[config.mk]
export PLATFORM = sky130hd
export DESIGN_NAME = fpu_div_seq_flat
export DESIGN_NICKNAME = d
export VERILOG_FILES = /design/src/rtl/fpu_div_pkg.sv /design/src/rtl/fpu_div_seq_if.sv /design/src/rtl/fpu_div_iter_cnt.sv /design/src/rtl/fpu_div_seq.sv /design/src/flat_wrapper.sv
export SDC_FILE = /design/constraint.sdc
export NUM_CORES = 1
export LEC_CHECK = 0
export BUFFER_PORTS_ARGS = -buffer_cell sky130_fd_sc_hd__buf_2
export CELL_PAD_IN_SITES_DETAIL_PLACEMENT = 1
export CELL_PAD_IN_SITES_GLOBAL_PLACEMENT = 1
export CORE_MARGIN = 1
export CORE_UTILIZATION = 38
export CTS_CLUSTER_SIZE = 14
export DETAILED_ROUTE_END_ITERATION = 10
export PLACE_DENSITY = 0.92
export REMOVE_ABC_BUFFERS = 1
export SYNTH_ARGS = -nofsm -noshare
export SYNTH_HDL_FRONTEND = slang
export SYNTH_SLANG_ARGS = --single-unit
[constraint.sdc]
create_clock -name rclk -period 3.5 [get_ports rclk]
set_input_delay 0.35 -clock rclk [delete_from_list [all_inputs] [get_ports rclk]]
set_output_delay 0.35 -clock rclk [all_outputs]
set_load 0.05 [all_outputs]
[src/rtl/fpu_div_pkg.sv]
// Shared types and constants for the FP divide control sequencer.
package fpu_div_pkg;

  typedef enum logic [3:0] {
    StIdle,
    StD1,
    StD2,
    StD3,
    StD4,
    StIter,
    StD5,
    StD6,
    StD7,
    StDone
  } div_state_e;

  localparam int unsigned IterDbl = 55;
  localparam int unsigned IterSng = 26;
  localparam int unsigned TagW    = 5;
  localparam int unsigned CntW    = 6;

  // Accept-edge-relative cycle of the first result-valid.
  localparam int unsigned LatDbl     = IterDbl + 8;
  localparam int unsigned LatSng     = IterSng + 8;
  localparam int unsigned LatSpecial = 8;

endpackage

[src/rtl/fpu_div_seq_if.sv]
// Request, strobe and result signals between the divide sequencer and its neighbours.
interface fpu_div_seq_if
  import fpu_div_pkg::*;
#(
  parameter int unsigned TAG_W = TagW
) ();
  logic             inq_div_vld;
  logic             inq_div_dbl;
  logic             inq_div_special;
  logic [TAG_W-1:0] inq_div_tag;
  logic             div_out_rdy;
  logic             div_busy;
  logic             d1stg_step;
  logic             div_expadd1_in1_dbl;
  logic             div_expadd1_in1_sng;
  logic             div_expadd1_in2_exp_in2_dbl;
  logic             div_expadd1_in2_exp_in2_sng;
  logic             d234stg_fdiv;
  logic             d3stg_fdiv;
  logic             d4stg_fdiv;
  logic             div_exp1_expadd1;
  logic             div_exp1_load;
  logic             d5stg_fdiva;
  logic             d5stg_fdivd;
  logic             d5stg_fdivs;
  logic             d6stg_fdiv;
  logic             d7stg_fdiv;
  logic             d7stg_fdivd;
  logic             div_iter;
  logic             fdiv_clken_l;
  logic             div_out_vld;
  logic [TAG_W-1:0] div_out_tag;

  modport master (
    output inq_div_vld, inq_div_dbl, inq_div_special, inq_div_tag, div_out_rdy,
    input  div_busy, d1stg_step, div_expadd1_in1_dbl, div_expadd1_in1_sng,
           div_expadd1_in2_exp_in2_dbl, div_expadd1_in2_exp_in2_sng, d234stg_fdiv,
           d3stg_fdiv, d4stg_fdiv, div_exp1_expadd1, div_exp1_load, d5stg_fdiva,
           d5stg_fdivd, d5stg_fdivs, d6stg_fdiv, d7stg_fdiv, d7stg_fdivd, div_iter,
           fdiv_clken_l, div_out_vld, div_out_tag
  );

  modport slave (
    input  inq_div_vld, inq_div_dbl, inq_div_special, inq_div_tag, div_out_rdy,
    output div_busy, d1stg_step, div_expadd1_in1_dbl, div_expadd1_in1_sng,
           div_expadd1_in2_exp_in2_dbl, div_expadd1_in2_exp_in2_sng, d234stg_fdiv,
           d3stg_fdiv, d4stg_fdiv, div_exp1_expadd1, div_exp1_load, d5stg_fdiva,
           d5stg_fdivd, d5stg_fdivs, d6stg_fdiv, d7stg_fdiv, d7stg_fdivd, div_iter,
           fdiv_clken_l, div_out_vld, div_out_tag
  );
endinterface

[src/rtl/fpu_div_iter_cnt.sv]
// Loadable down-counter pacing the fraction loop; zero marks the last iteration.
module fpu_div_iter_cnt
  import fpu_div_pkg::*;
(
  input  logic            clk,
  input  logic            reset,
  input  logic            load,
  input  logic [CntW-1:0] load_val,
  input  logic            dec,
  output logic            zero
);
  logic [CntW-1:0] cnt_q;

  always_ff @(posedge clk) begin
    if (reset) begin
      cnt_q <= '0;
    end else if (load) begin
      cnt_q <= load_val;
    end else if (dec) begin
      cnt_q <= cnt_q - 1'b1;
    end
  end

  assign zero = (cnt_q == '0);
endmodule

[src/rtl/fpu_div_seq.sv]
// Control sequencer for the FP divide pipe: D1-D4, fraction loop, D5-D7, then result hold.
module fpu_div_seq
  import fpu_div_pkg::*;
#(
  parameter int unsigned ITER_DBL = IterDbl,
  parameter int unsigned ITER_SNG = IterSng,
  parameter int unsigned TAG_W    = TagW
) (
  input logic           rclk,
  input logic           reset,
  fpu_div_seq_if.slave  bus
);
  localparam logic [CntW-1:0] IterDblM1 = CntW'(ITER_DBL - 1);
  localparam logic [CntW-1:0] IterSngM1 = CntW'(ITER_SNG - 1);

  div_state_e       state_q;
  logic             dbl_q;
  logic             special_q;
  logic [TAG_W-1:0] tag_q;
  logic             vld_q;
  logic             cnt_zero;
  logic             cnt_load;
  logic             cnt_dec;

  always_ff @(posedge rclk) begin
    if (reset) begin
      state_q   <= StIdle;
      dbl_q     <= 1'b0;
      special_q <= 1'b0;
      tag_q     <= '0;
      vld_q     <= 1'b0;
    end else begin
      unique case (state_q)
        StIdle: begin
          if (bus.inq_div_vld) begin
            dbl_q     <= bus.inq_div_dbl;
            special_q <= bus.inq_div_special;
            tag_q     <= bus.inq_div_tag;
            state_q   <= StD1;
          end
        end
        StD1:   state_q <= StD2;
        StD2:   state_q <= StD3;
        StD3:   state_q <= StD4;
        StD4:   state_q <= special_q ? StD5 : StIter;
        StIter: if (cnt_zero) state_q <= StD5;
        StD5:   state_q <= StD6;
        StD6:   state_q <= StD7;
        StD7: begin
          state_q <= StDone;
          vld_q   <= 1'b1;
        end
        StDone: begin
          if (bus.div_out_rdy) begin
            state_q <= StIdle;
            vld_q   <= 1'b0;
          end
        end
        default: state_q <= StIdle;
      endcase
    end
  end

  // Loaded with N-1 on the D4->ITER edge so ITER lasts exactly N cycles.
  assign cnt_load = (state_q == StD4) && !special_q;
  assign cnt_dec  = (state_q == StIter) && !cnt_zero;

  fpu_div_iter_cnt u_iter_cnt (
    .clk      (rclk),
    .reset    (reset),
    .load     (cnt_load),
    .load_val (dbl_q ? IterDblM1 : IterSngM1),
    .dec      (cnt_dec),
    .zero     (cnt_zero)
  );

  assign bus.div_busy                    = (state_q != StIdle);
  assign bus.d1stg_step                  = (state_q == StIdle) && bus.inq_div_vld;
  assign bus.div_expadd1_in1_dbl         = (state_q == StD1) && dbl_q;
  assign bus.div_expadd1_in1_sng         = (state_q == StD1) && !dbl_q;
  assign bus.div_expadd1_in2_exp_in2_dbl = (state_q == StD2) && dbl_q;
  assign bus.div_expadd1_in2_exp_in2_sng = (state_q == StD2) && !dbl_q;
  assign bus.d234stg_fdiv                = (state_q == StD2) || (state_q == StD3) ||
                                           (state_q == StD4);
  assign bus.d3stg_fdiv                  = (state_q == StD3);
  assign bus.d4stg_fdiv                  = (state_q == StD4);
  assign bus.div_exp1_expadd1            = (state_q == StD1) || bus.d234stg_fdiv;
  assign bus.div_exp1_load               = (state_q == StD1) || bus.d234stg_fdiv;
  assign bus.d5stg_fdiva                 = (state_q == StD5);
  assign bus.d5stg_fdivd                 = (state_q == StD5) && dbl_q;
  assign bus.d5stg_fdivs                 = (state_q == StD5) && !dbl_q;
  assign bus.d6stg_fdiv                  = (state_q == StD6);
  assign bus.d7stg_fdiv                  = (state_q == StD7);
  assign bus.d7stg_fdivd                 = (state_q == StD7) && dbl_q;
  assign bus.div_iter                    = (state_q == StIter);
  // Pipe clock must already run in the accept cycle so D1 registers can load.
  assign bus.fdiv_clken_l                = !((state_q != StIdle) || bus.inq_div_vld);
  assign bus.div_out_vld                 = vld_q;
  assign bus.div_out_tag                 = tag_q;
endmodule

[src/flat_wrapper.sv]
// flat-port wrapper written by rule: the top's interface ports become plain ports
module fpu_div_seq_flat import fpu_div_pkg::*;
#(
  parameter int unsigned ITER_DBL = IterDbl,
  parameter int unsigned ITER_SNG = IterSng,
  parameter int unsigned TAG_W    = TagW
)
  (rclk, reset, bus_inq_div_vld, bus_inq_div_dbl, bus_inq_div_special, bus_inq_div_tag, bus_div_out_rdy, bus_div_busy, bus_d1stg_step, bus_div_expadd1_in1_dbl, bus_div_expadd1_in1_sng, bus_div_expadd1_in2_exp_in2_dbl, bus_div_expadd1_in2_exp_in2_sng, bus_d234stg_fdiv, bus_d3stg_fdiv, bus_d4stg_fdiv, bus_div_exp1_expadd1, bus_div_exp1_load, bus_d5stg_fdiva, bus_d5stg_fdivd, bus_d5stg_fdivs, bus_d6stg_fdiv, bus_d7stg_fdiv, bus_d7stg_fdivd, bus_div_iter, bus_fdiv_clken_l, bus_div_out_vld, bus_div_out_tag);
  fpu_div_seq_if #(.TAG_W(TAG_W)) bus_i ();
  input logic rclk;
  input logic reset;
  input wire logic [$bits(bus_i.inq_div_vld)-1:0] bus_inq_div_vld;
  input wire logic [$bits(bus_i.inq_div_dbl)-1:0] bus_inq_div_dbl;
  input wire logic [$bits(bus_i.inq_div_special)-1:0] bus_inq_div_special;
  input wire logic [$bits(bus_i.inq_div_tag)-1:0] bus_inq_div_tag;
  input wire logic [$bits(bus_i.div_out_rdy)-1:0] bus_div_out_rdy;
  output wire logic [$bits(bus_i.div_busy)-1:0] bus_div_busy;
  output wire logic [$bits(bus_i.d1stg_step)-1:0] bus_d1stg_step;
  output wire logic [$bits(bus_i.div_expadd1_in1_dbl)-1:0] bus_div_expadd1_in1_dbl;
  output wire logic [$bits(bus_i.div_expadd1_in1_sng)-1:0] bus_div_expadd1_in1_sng;
  output wire logic [$bits(bus_i.div_expadd1_in2_exp_in2_dbl)-1:0] bus_div_expadd1_in2_exp_in2_dbl;
  output wire logic [$bits(bus_i.div_expadd1_in2_exp_in2_sng)-1:0] bus_div_expadd1_in2_exp_in2_sng;
  output wire logic [$bits(bus_i.d234stg_fdiv)-1:0] bus_d234stg_fdiv;
  output wire logic [$bits(bus_i.d3stg_fdiv)-1:0] bus_d3stg_fdiv;
  output wire logic [$bits(bus_i.d4stg_fdiv)-1:0] bus_d4stg_fdiv;
  output wire logic [$bits(bus_i.div_exp1_expadd1)-1:0] bus_div_exp1_expadd1;
  output wire logic [$bits(bus_i.div_exp1_load)-1:0] bus_div_exp1_load;
  output wire logic [$bits(bus_i.d5stg_fdiva)-1:0] bus_d5stg_fdiva;
  output wire logic [$bits(bus_i.d5stg_fdivd)-1:0] bus_d5stg_fdivd;
  output wire logic [$bits(bus_i.d5stg_fdivs)-1:0] bus_d5stg_fdivs;
  output wire logic [$bits(bus_i.d6stg_fdiv)-1:0] bus_d6stg_fdiv;
  output wire logic [$bits(bus_i.d7stg_fdiv)-1:0] bus_d7stg_fdiv;
  output wire logic [$bits(bus_i.d7stg_fdivd)-1:0] bus_d7stg_fdivd;
  output wire logic [$bits(bus_i.div_iter)-1:0] bus_div_iter;
  output wire logic [$bits(bus_i.fdiv_clken_l)-1:0] bus_fdiv_clken_l;
  output wire logic [$bits(bus_i.div_out_vld)-1:0] bus_div_out_vld;
  output wire logic [$bits(bus_i.div_out_tag)-1:0] bus_div_out_tag;
  assign bus_i.inq_div_vld = bus_inq_div_vld;
  assign bus_i.inq_div_dbl = bus_inq_div_dbl;
  assign bus_i.inq_div_special = bus_inq_div_special;
  assign bus_i.inq_div_tag = bus_inq_div_tag;
  assign bus_i.div_out_rdy = bus_div_out_rdy;
  assign bus_div_busy = bus_i.div_busy;
  assign bus_d1stg_step = bus_i.d1stg_step;
  assign bus_div_expadd1_in1_dbl = bus_i.div_expadd1_in1_dbl;
  assign bus_div_expadd1_in1_sng = bus_i.div_expadd1_in1_sng;
  assign bus_div_expadd1_in2_exp_in2_dbl = bus_i.div_expadd1_in2_exp_in2_dbl;
  assign bus_div_expadd1_in2_exp_in2_sng = bus_i.div_expadd1_in2_exp_in2_sng;
  assign bus_d234stg_fdiv = bus_i.d234stg_fdiv;
  assign bus_d3stg_fdiv = bus_i.d3stg_fdiv;
  assign bus_d4stg_fdiv = bus_i.d4stg_fdiv;
  assign bus_div_exp1_expadd1 = bus_i.div_exp1_expadd1;
  assign bus_div_exp1_load = bus_i.div_exp1_load;
  assign bus_d5stg_fdiva = bus_i.d5stg_fdiva;
  assign bus_d5stg_fdivd = bus_i.d5stg_fdivd;
  assign bus_d5stg_fdivs = bus_i.d5stg_fdivs;
  assign bus_d6stg_fdiv = bus_i.d6stg_fdiv;
  assign bus_d7stg_fdiv = bus_i.d7stg_fdiv;
  assign bus_d7stg_fdivd = bus_i.d7stg_fdivd;
  assign bus_div_iter = bus_i.div_iter;
  assign bus_fdiv_clken_l = bus_i.fdiv_clken_l;
  assign bus_div_out_vld = bus_i.div_out_vld;
  assign bus_div_out_tag = bus_i.div_out_tag;
  fpu_div_seq #(.ITER_DBL(ITER_DBL), .ITER_SNG(ITER_SNG), .TAG_W(TAG_W)) u_core (.rclk(rclk), .reset(reset), .bus(bus_i));
endmodule
# Word level (Yosys, flattened, before mapping)
# Index checks and enable logic that the tools add are counted.
# Widths: inputs -> output; s select.
dict set report word_totals {
  ff_bits 18
  out_inout_bits 25
  elab_cells 55
}
dict set report op_classes {
  addsub 1
  n_eq_ne 12
  n_mux 10
  reduce_logical 26
}
# cell count
set ops {}
lappend ops {{$pmux 4 s10} 1}
lappend ops {{$mux 6} 3}
lappend ops {{$eq 4x3->1 const B} 4}
lappend ops {{$mux 4} 3}
lappend ops {{$logic_and 1x1->1} 10}
lappend ops {{$eq 4x2->1 const B} 2}
lappend ops {{$eq 4x4->1 const B} 2}
lappend ops {{$logic_not 6->1} 1}
lappend ops {{$sub 6x1->6 const B} 1}
lappend ops {{$eq 4x1->1 const B} 1}
lappend ops {{$logic_not 1->1} 4}
lappend ops {{$logic_not 4->1} 1}
lappend ops {{$logic_or 1x1->1} 4}
lappend ops {{$ne 2x2->1 const B} 2}
lappend ops {{$reduce_and 2->1} 2}
lappend ops {{$reduce_bool 2->1} 2}
lappend ops {{$reduce_bool 4->1} 1}
lappend ops {{$reduce_and 3->1} 1}
lappend ops {{$mux 2} 1}
lappend ops {{$ne 2x1->1 const B} 1}
lappend ops {{$pmux 1 s2} 1}
lappend ops {{$mux 1} 1}

# Longest topological paths before layout
# Gate-level depths: netlist (run 1).
dict set report logic_depth {
  depth_word 5
  ltp_mapped 6
  ltp_nobuf 6
}

# By module
# From an unflattened synthesis (run 1), not the netlist that was laid out.
dict set report unflattened {
  hier_cells 133
  area_unflattened_um2 1056.0
}
# mod instances cells_per_inst area_per_inst_um2 seq_area_each_um2
set by_module_without_submodules {}
lappend by_module_without_submodules {fpu_div_seq 1 95 713.2 240.2}
lappend by_module_without_submodules {fpu_div_iter_cnt 1 38 342.8 120.1}

# Worst setup path after synthesis (run 1)
# No wires, ideal clock.
dict set report synth_timing {
  kind {register -> output}
  startpoint {register u_core.state_q[1]}
  endpoint {output port bus_div_expadd1_in2_exp_in2_dbl}
  t_arrival_ns 2.336
  t_required_ns 3.150
  setup_slack_ns 0.814
  stages_incl_launch_ff 4
  n_path_buf 1
  path_cell_list {dfxtp_1 buf_2 nand2b_1 nor4b_1}
}
dict set report synth_via {
  elab_chain_cells 2
}
# element line
set synth_rtl {}
lappend synth_rtl {{start: declaration} fpu_div_seq.sv:16} ;# div_state_e state_q;
lappend synth_rtl {{start signal: assignment} fpu_div_seq.sv:27} ;# state_q <= StIdle;
lappend synth_rtl {{start signal: assignment} fpu_div_seq.sv:39} ;# state_q <= StD1;
lappend synth_rtl {{start signal: assignment} fpu_div_seq.sv:42} ;# StD1: state_q <= StD2;
lappend synth_rtl {{$eq 4x2->1} fpu_div_seq.sv:81} ;# assign bus.div_expadd1_in2_exp_in2_dbl = (state_q == StD2) && dbl_q;
lappend synth_rtl {{$logic_and 1x1->1} fpu_div_seq.sv:81}
lappend synth_rtl {{end: declaration} flat_wrapper.sv:21} ;# output wire logic [$bits(bus_i.div_expadd1_in2_exp_in2_dbl)-1:0] bus_div_expadd1_in2_exp_in2_dbl;
# No other way between the ends.

# Worst setup path after layout (run 1)
dict set report layout_timing {
  startpoint {register u_core.state_q[0]}
  endpoint {output port bus_div_expadd1_in1_dbl}
}
dict set report layout_via {
  elab_chain_cells 2
}
# element line
set layout_rtl {}
lappend layout_rtl {{$eq 4x1->1} fpu_div_seq.sv:79} ;# assign bus.div_expadd1_in1_dbl = (state_q == StD1) && dbl_q;
lappend layout_rtl {{$logic_and 1x1->1} fpu_div_seq.sv:79}
lappend layout_rtl {{end: declaration} flat_wrapper.sv:19} ;# output wire logic [$bits(bus_i.div_expadd1_in1_dbl)-1:0] bus_div_expadd1_in1_dbl;
# No other way between the ends.

==> impl_metrics.py, run 1 <==
metrics = {
    "outcome": {
        "status": "finished clean",
    },
    "detailed_routing": {
        "routed-via-count": 1029,
        "routed_wirelength_um": 2580,
        "drtIter0Drc": 14,
        "wl_per_cell_um": 13.9,
        "ant_nets": 0,
        "drc": 0,
        "dr.pass1.iters": 4,
        "viasPerCell": 5.53,
    },
    "synthesis": {
        "synthCells": 129,
        "yosysSeqAreaShare_pct": 33.9,
        "synth.mux.area_fraction_pct": 7.54,
        "synth.distinct_cells": 39,
        "synth_top_family_by_area": "simple AND/OR/NAND/NOR gates",
        "synth-compound-area-share_pct": 12.8,
        "syn_area_mm2": 0.00106,
        "ys_warn_count": 0,
        "ys_ff_latch": 18,
        "syn_area_per_cell_um2": 8.23,
        "synth_xor_xnor_area_share_pct": 2.47,
        "synthAdderAreaFrac_pct": 2.36,
        "yosys.area_share.simple_pct": 32.2,
    },
    "layout": {
        "syn_to_final_growth_pct": 15.9,
        "fillers": 331,
        "n_antenna_cell": 0,
        "final_cell_mix": "buf_2 (35), nor2_1 (19), dfxtp_1 (18), nand2_1 (9), mux2i_1 (8)",
        "nets": 171,
        "final_common_cell": "buf_2",
        "drive_gt1_share_pct": 28.2,
        "utilization_pct": 48.0,
    },
    "power": {
        "swShare_pct": 48.9,
        "p_clk_share_pct": 15.9,
        "p_leak_uw": 0.000600,
        "power_density_mw_per_mm2": 547,
        "ir_worst_vdd_uv": 371,
        "power_uw": 674,
        "internal_power_uw": 344,
        "p_sw_uw": 330,
        "seqPwrFrac_pct": 39.1,
        "p_comb_share_pct": 45.0,
    },
    "critical_path": {
        "cp_slowest_cell": "dfxtp_1",
        "required_ns": 3.15,
        "critical_path_arrival_ns": 1.77,
        "cp-end-kind": "primary output",
        "path_cells": "nand2b_1 -> nor4b_1 -> buf_2",
        "path_class": "register to primary output",
        "cp_max_fo": 17,
        "cpPeakStageDelay_ns": 0.70,
        "crit_path_start_kind": "register",
    },
    "global_routing": {
        "track_usage_pct": 19.8,
        "grt_pass1_vias": 989,
        "grt_pass1_wl_um": 4260,
        "overflow": 0,
        "grt_max_degree": 19,
        "grt_antenna_before_repair": 0,
    },
    "die": {
        "rows": 18,
        "die_h_um": 54.9,
        "start_util_pct": 41.4,
        "die-area_mm2": 0.00301,
        "ios": 36,
        "die_w_um": 54.9,
        "coreArea_mm2": 0.00257,
    },
    "clock_network": {
        "cts_tree": "done",
        "cts_hold_buf": 0,
        "cts.htree.levels": 1,
        "cts.path.max_buffers": 2,
        "clock-sinks": 18,
        "postCtsSetupBuffers": 0,
        "cts_made_buffers": 3,
        "clkLatencyLatePin_ns": 0.30,
        "cts-resized-gates": 0,
        "path_clk_slew_ns": 0.10,
        "cts_root_buffer": "clkbuf_4",
    },
    "flow_run": {
        "max_cap_violations": 0,
    },
    "timing": {
        "rsz0062_at_grt": "false",
        "slew_viol_final": 0,
        "period_share_pct": 60.6,
        "slew_headroom_pct": 60.6,
        "tns_ns": 0,
        "max_freq_mhz": 472,
        "final-hold-violation-count": 0,
        "finalSetupViolations": 0,
        "fin_crit_ns": 2.12,
        "fin_ws_ns": 1.38,
        "skew_ns": 0.00354,
        "tightest_slew_ns": 0.590,
    },
    "placed_design": {
        "dp_slack_ns": 1.67,
        "gp_congestion": 0.744,
        "hpwlAfterDp_um": 1970,
        "port-buffer-count": 35,
    },
    "hold_path": {
        "hold_path.class": "primary input to register",
    },
}
[worst max-delay path, delay by kind of cell, from the launching register on]
family | cells | cell delay, ns
buffers and inverters | 1 | 0.31
AND/OR/NAND/NOR | 2 | 0.47
flip-flops | 1 | 0.70
[Yosys cell counts]
cell type,instances,area [µm²]
nor2_2,1,6.26
nor4_1,3,18.8
a31oi_1,2,12.5
ha_1,2,25.0
a2bb2oi_1,1,8.76
inv_1,7,26.3
o311ai_0,1,8.76
a32oi_1,1,8.76
nand2b_1,2,12.5
or2_2,1,6.26
clkbuf_1,5,18.8
o21a_1,1,7.51
a211oi_2,1,12.5
nor4b_1,2,17.5
o2111ai_1,1,8.76
nand3_1,5,25.0
nand4_1,1,6.26
mux2i_1,8,80.1
buf_6,2,22.5
nor2_1,19,71.3
and3_1,3,18.8
o21ai_2,1,8.76
and4bb_1,2,25.0
nor3_1,6,30.0
o21ai_0,1,5.00
xor2_1,3,26.3
a211o_1,1,8.76
and2_1,3,18.8
dfxtp_1,18,360
a211oi_1,1,7.51
a21oi_1,6,30.0
a2111oi_0,1,8.76
buf_2,2,10.0
buf_4,2,15.0
nand3_2,1,10.0
nand2_1,9,33.8
or3b_1,1,8.76
and3b_1,1,8.76
nor4b_4,1,23.8
[flip-flops by register name (all words and copies together) (netlist names)]
name                     count
u_core.bus.div_out_tag       5
u_core.bus.div_out_vld       1
u_core.dbl_q                 1
u_core.special_q             1
u_core.state_q               4
u_core.u_iter_cnt.cnt_q      6
[metrics by stage]
step | instances | hold WS [ns] | instance area (µm²)
6_report | 186 | 0.282 | 1230
3_5_place_dp | 183 | 0.480 | 1210
5_1_grt | 186 | 0.287 | 1230
3_3_place_gp | 183 | 0.475 | 1210
4_1_cts | 186 | 0.284 | 1230
2_1_floorplan | 118 | 0.415 | 996
[final cells by class]
class | instances | area (µm²) | share of cell area (%)
clock buffer | 3 | 22.5 | 1.83
inverter | 7 | 26.3 | 2.13
multi-input combinational | 93 | 609 | 49.5
sequential | 18 | 360 | 29.3
tap | 30 | 37.5 | 3.05
timing repair buffer | 35 | 175 | 14.2
[power groups by stage]
| stage | Combinational (µW) | Clock [µW] | Sequential, µW |
|---|---|---|---|
| global route | 323 | 117 | 267 |
| CTS | 306 | 109 | 263 |
| detailed placement | 305 | 0 | 267 |
| global placement | 296 | 0 | 264 |
| floorplan | 215 | 0 | 282 |
| finish | 303 | 107 | 263 |
[final timing paths]
kind	startpoint	to	slack (ns)	cells after the start
worst min-delay path	bus_inq_div_dbl	u_core.dbl_q	0.28	3
worst max register to register	u_core.state_q[0]	u_core.u_iter_cnt.cnt_q[3]	1.66	4
worst min register to register	u_core.bus.div_out_vld	u_core.bus.div_out_vld	0.50	2
worst max-delay path	u_core.state_q[0]	bus_div_expadd1_in1_dbl	1.38	3
[cell families (layout without fill, tap and decap cells)]
| group | count (synthesis) | after routing |
|---|---|---|
| muxes | 8 | 8 |
| and+or+nand+nor | 61 | 61 |
| AOI/OAI and AO/OA | 19 | 19 |
| adders and majority gates | 2 | 2 |
| buffers and inverters | 18 | 45 |
| xor gates and xnor gates | 3 | 3 |
| DFF | 18 | 18 |
[per-layer routing]
metal	vias to the layer above	share of wire, %	GRT usage, %
met2	25	49	36.3
met4	0	0.15	2.56
met3	2	4.6	6.11
li1	509	-	-
met5	-	0	0
met1	493	46	22.6
Note: power is estimated with default switching activity, not from simulation.
==> run 2: changes to the inputs <==
- ABC_AREA: default -> 1
- CORE_UTILIZATION: 38 -> 34
- PLACE_DENSITY: 0.92 -> 0.87
- clock period: 3.5 -> 2.05 ns (I/O delays scaled with it)
==> run 2 against run 1 <==
  * Global-route usage up 0.61 points
  * Clock power up 120%
  * Sequential share of layout area down 1.5 points
  * Critical path type unchanged
  * Largest cell class unchanged
==> impl_metrics.py, run 2 <==
metrics = {
    "critical_path": {
        "critical_path_arrival_ns": 1.65,
        "required_ns": 1.85,
        "path_class": "register to primary output",
        "cp-end-kind": "primary output",
        "cp_max_fo": 5,
        "crit_path_start_kind": "register",
    },
    "layout": {
        "utilization_pct": 45.6,
        "final_common_cell": "buf_2",
        "largest-register": "u_core.u_iter_cnt.cnt_q",
        "n_antenna_cell": 0,
        "drive_gt1_share_pct": 30.4,
        "syn_to_final_growth_pct": 22.5,
        "largest_register_ffs": 6,
        "nets": 205,
        "final_cell_mix": "buf_2 (35), nand2_1 (33), nor2_1 (23), inv_1 (20), dfxtp_1 (18)",
    },
    "synthesis": {
        "synth_edf_count": 0,
        "synth_most_common_cell": "nand2_1",
        "synth_top_area_share_pct": 34.0,
        "synth_area_leaders": "dfxtp_1 (34%), nand2_1 (12%), nor2_1 (8.1%)",
        "ys_warn_count": 0,
        "yosysSeqAreaShare_pct": 34.0,
        "synth_top_area_cell": "dfxtp_1",
        "synthTopCellsByCount": "nand2_1 (33), nor2_1 (23), inv_1 (20), dfxtp_1 (18), a21oi_1 (14)",
        "syn_area_per_cell_um2": 6.89,
        "synth-main-ff-cell": "dfxtp_1",
        "synthCells": 154,
        "synth.distinct_cells": 24,
        "ys_ff_latch": 18,
        "synthArstFlopShare_pct": 0,
        "syn_area_mm2": 0.00106,
    },
    "power": {
        "p_leak_uw": 0.000674,
        "ir_worst_vdd_uv": 781,
        "power_density_mw_per_mm2": 1290,
    },
    "clock_network": {
        "clock-sinks": 18,
        "cts-resized-gates": 0,
        "cts_hold_buf": 0,
        "clkLatencyLatePin_ns": 0.31,
        "cts_root_buffer": "clkbuf_4",
        "path_clk_slew_ns": 0.12,
        "cts_tree": "done",
        "cts.htree.levels": 1,
        "cts_made_buffers": 3,
        "cts.path.max_buffers": 2,
        "postCtsSetupBuffers": 0,
    },
    "timing": {
        "finalSetupViolations": 0,
        "max_freq_mhz": 538,
        "fin_ws_ns": 0.191,
        "final-hold-violation-count": 0,
        "slew_viol_final": 0,
        "period_share_pct": 90.7,
        "skew_ns": 0.0118,
        "tightest_slew_ns": 0.343,
        "rsz0062_at_grt": "false",
        "slew_headroom_pct": 77.2,
        "fin_crit_ns": 1.86,
    },
    "detailed_routing": {
        "routed-via-count": 1121,
        "drc": 0,
        "ant_nets": 0,
        "routed_wirelength_um": 3130,
        "wl_per_cell_um": 14.1,
        "drtIter0Drc": 18,
        "dr.pass1.iters": 6,
        "viasPerCell": 5.05,
    },
    "die": {
        "start_util_pct": 37.2,
        "die-area_mm2": 0.00335,
        "rows": 19,
        "ios": 36,
        "coreArea_mm2": 0.00285,
        "die_h_um": 57.9,
        "die_w_um": 57.9,
    },
    "placed_design": {
        "dp_slack_ns": 0.557,
        "port-buffer-count": 35,
        "gp_congestion": 0.834,
        "hpwlAfterDp_um": 2550,
    },
    "global_routing": {
        "grt_pass1_wl_um": 5290,
        "grt_pass1_vias": 1197,
        "overflow": 0,
        "track_usage_pct": 20.4,
        "grt_max_degree": 15,
        "grt_antenna_before_repair": 0,
    },
    "flow_run": {
        "max_cap_violations": 0,
    },
    "hold_path": {
        "hold_path.class": "primary input to register",
    },
    "outcome": {
        "status": "finished clean",
    },
}
[run 2: changes by cell type after synthesis, moves of 6 or more]
cell,change
a21oi_1,+8
inv_1,+13
mux2i_1,-8
nand2_1,+24
nand3_1,+6
nor3_1,-6
[run 2: critical path, stage by stage (launching register included)]
cell and delay [ns]:
dfxtp_1 0.38, nor2_4 0.19, nand2_1 0.11, nor2_1 0.20, inv_1 0.10, nor2_1 0.09, buf_2 0.26
[run 2: through the flow]
stage | power [µW] | cells | instance area, µm² | hold slack (ns) | setup TNS [ns]
2_1_floorplan | 1230 | 152 | 1050 | 0.267 | -1.30
3_3_place_gp | 1420 | 218 | 1260 | 0.454 | 0
3_5_place_dp | 1450 | 218 | 1260 | 0.462 | 0
4_1_cts | 1700 | 222 | 1300 | 0.137 | 0
5_1_grt | 1780 | 222 | 1300 | 0.136 | 0
6_report | 1680 | 222 | 1300 | 0.145 | 0
[run 2: kinds of logic after synthesis]
kind of cell               synth area share [%]
and+or+nand+nor                            41.0
AOI/OAI and AO/OA                          11.1
buffers and inverters                      9.90
adders and majority gates                  2.36
DFF                                        34.0
xor gates and xnor gates                   1.65
[run 2: worst paths after layout]
path	from	endpoint	slack [ns]	cells after the start
setup reg to reg	u_core.u_iter_cnt.cnt_q[0]	u_core.u_iter_cnt.cnt_q[5]	0.70	9
hold / removal	bus_inq_div_tag[2]	u_core.bus.div_out_tag[2]	0.15	3
setup / recovery	u_core.state_q[0]	bus_d7stg_fdivd	0.19	6
hold reg to reg	u_core.bus.div_out_tag[2]	u_core.bus.div_out_tag[2]	0.47	2
[run 2: area by class of cell]
| cell class | instances | area [µm²] |
|---|---|---|
| Clock buffer | 4 | 36.3 |
| Tap cell | 31 | 38.8 |
| Multi-Input combinational cell | 109 | 596 |
| Inverter | 25 | 93.8 |
| Timing Repair Buffer | 35 | 175 |
| Sequential cell | 18 | 360 |
| Fill cell | 400 | 1550 |
[run 2: metal layers]
layer	wire length (µm)	vias to the layer above	track usage (%)
met5	0	-	0
li1	-	561	-
met2	1600	33	36.1
met3	140	6	4.02
met4	38	0	6.80
met1	1350	521	24.6
[run 2: where the power goes]
| part | switching, µW | internal (µW) |
|---|---|---|
| Clock | 125 | 109 |
| Combinational | 758 | 228 |
| Sequential | 57.4 | 404 |
| Total | 941 | 741 |
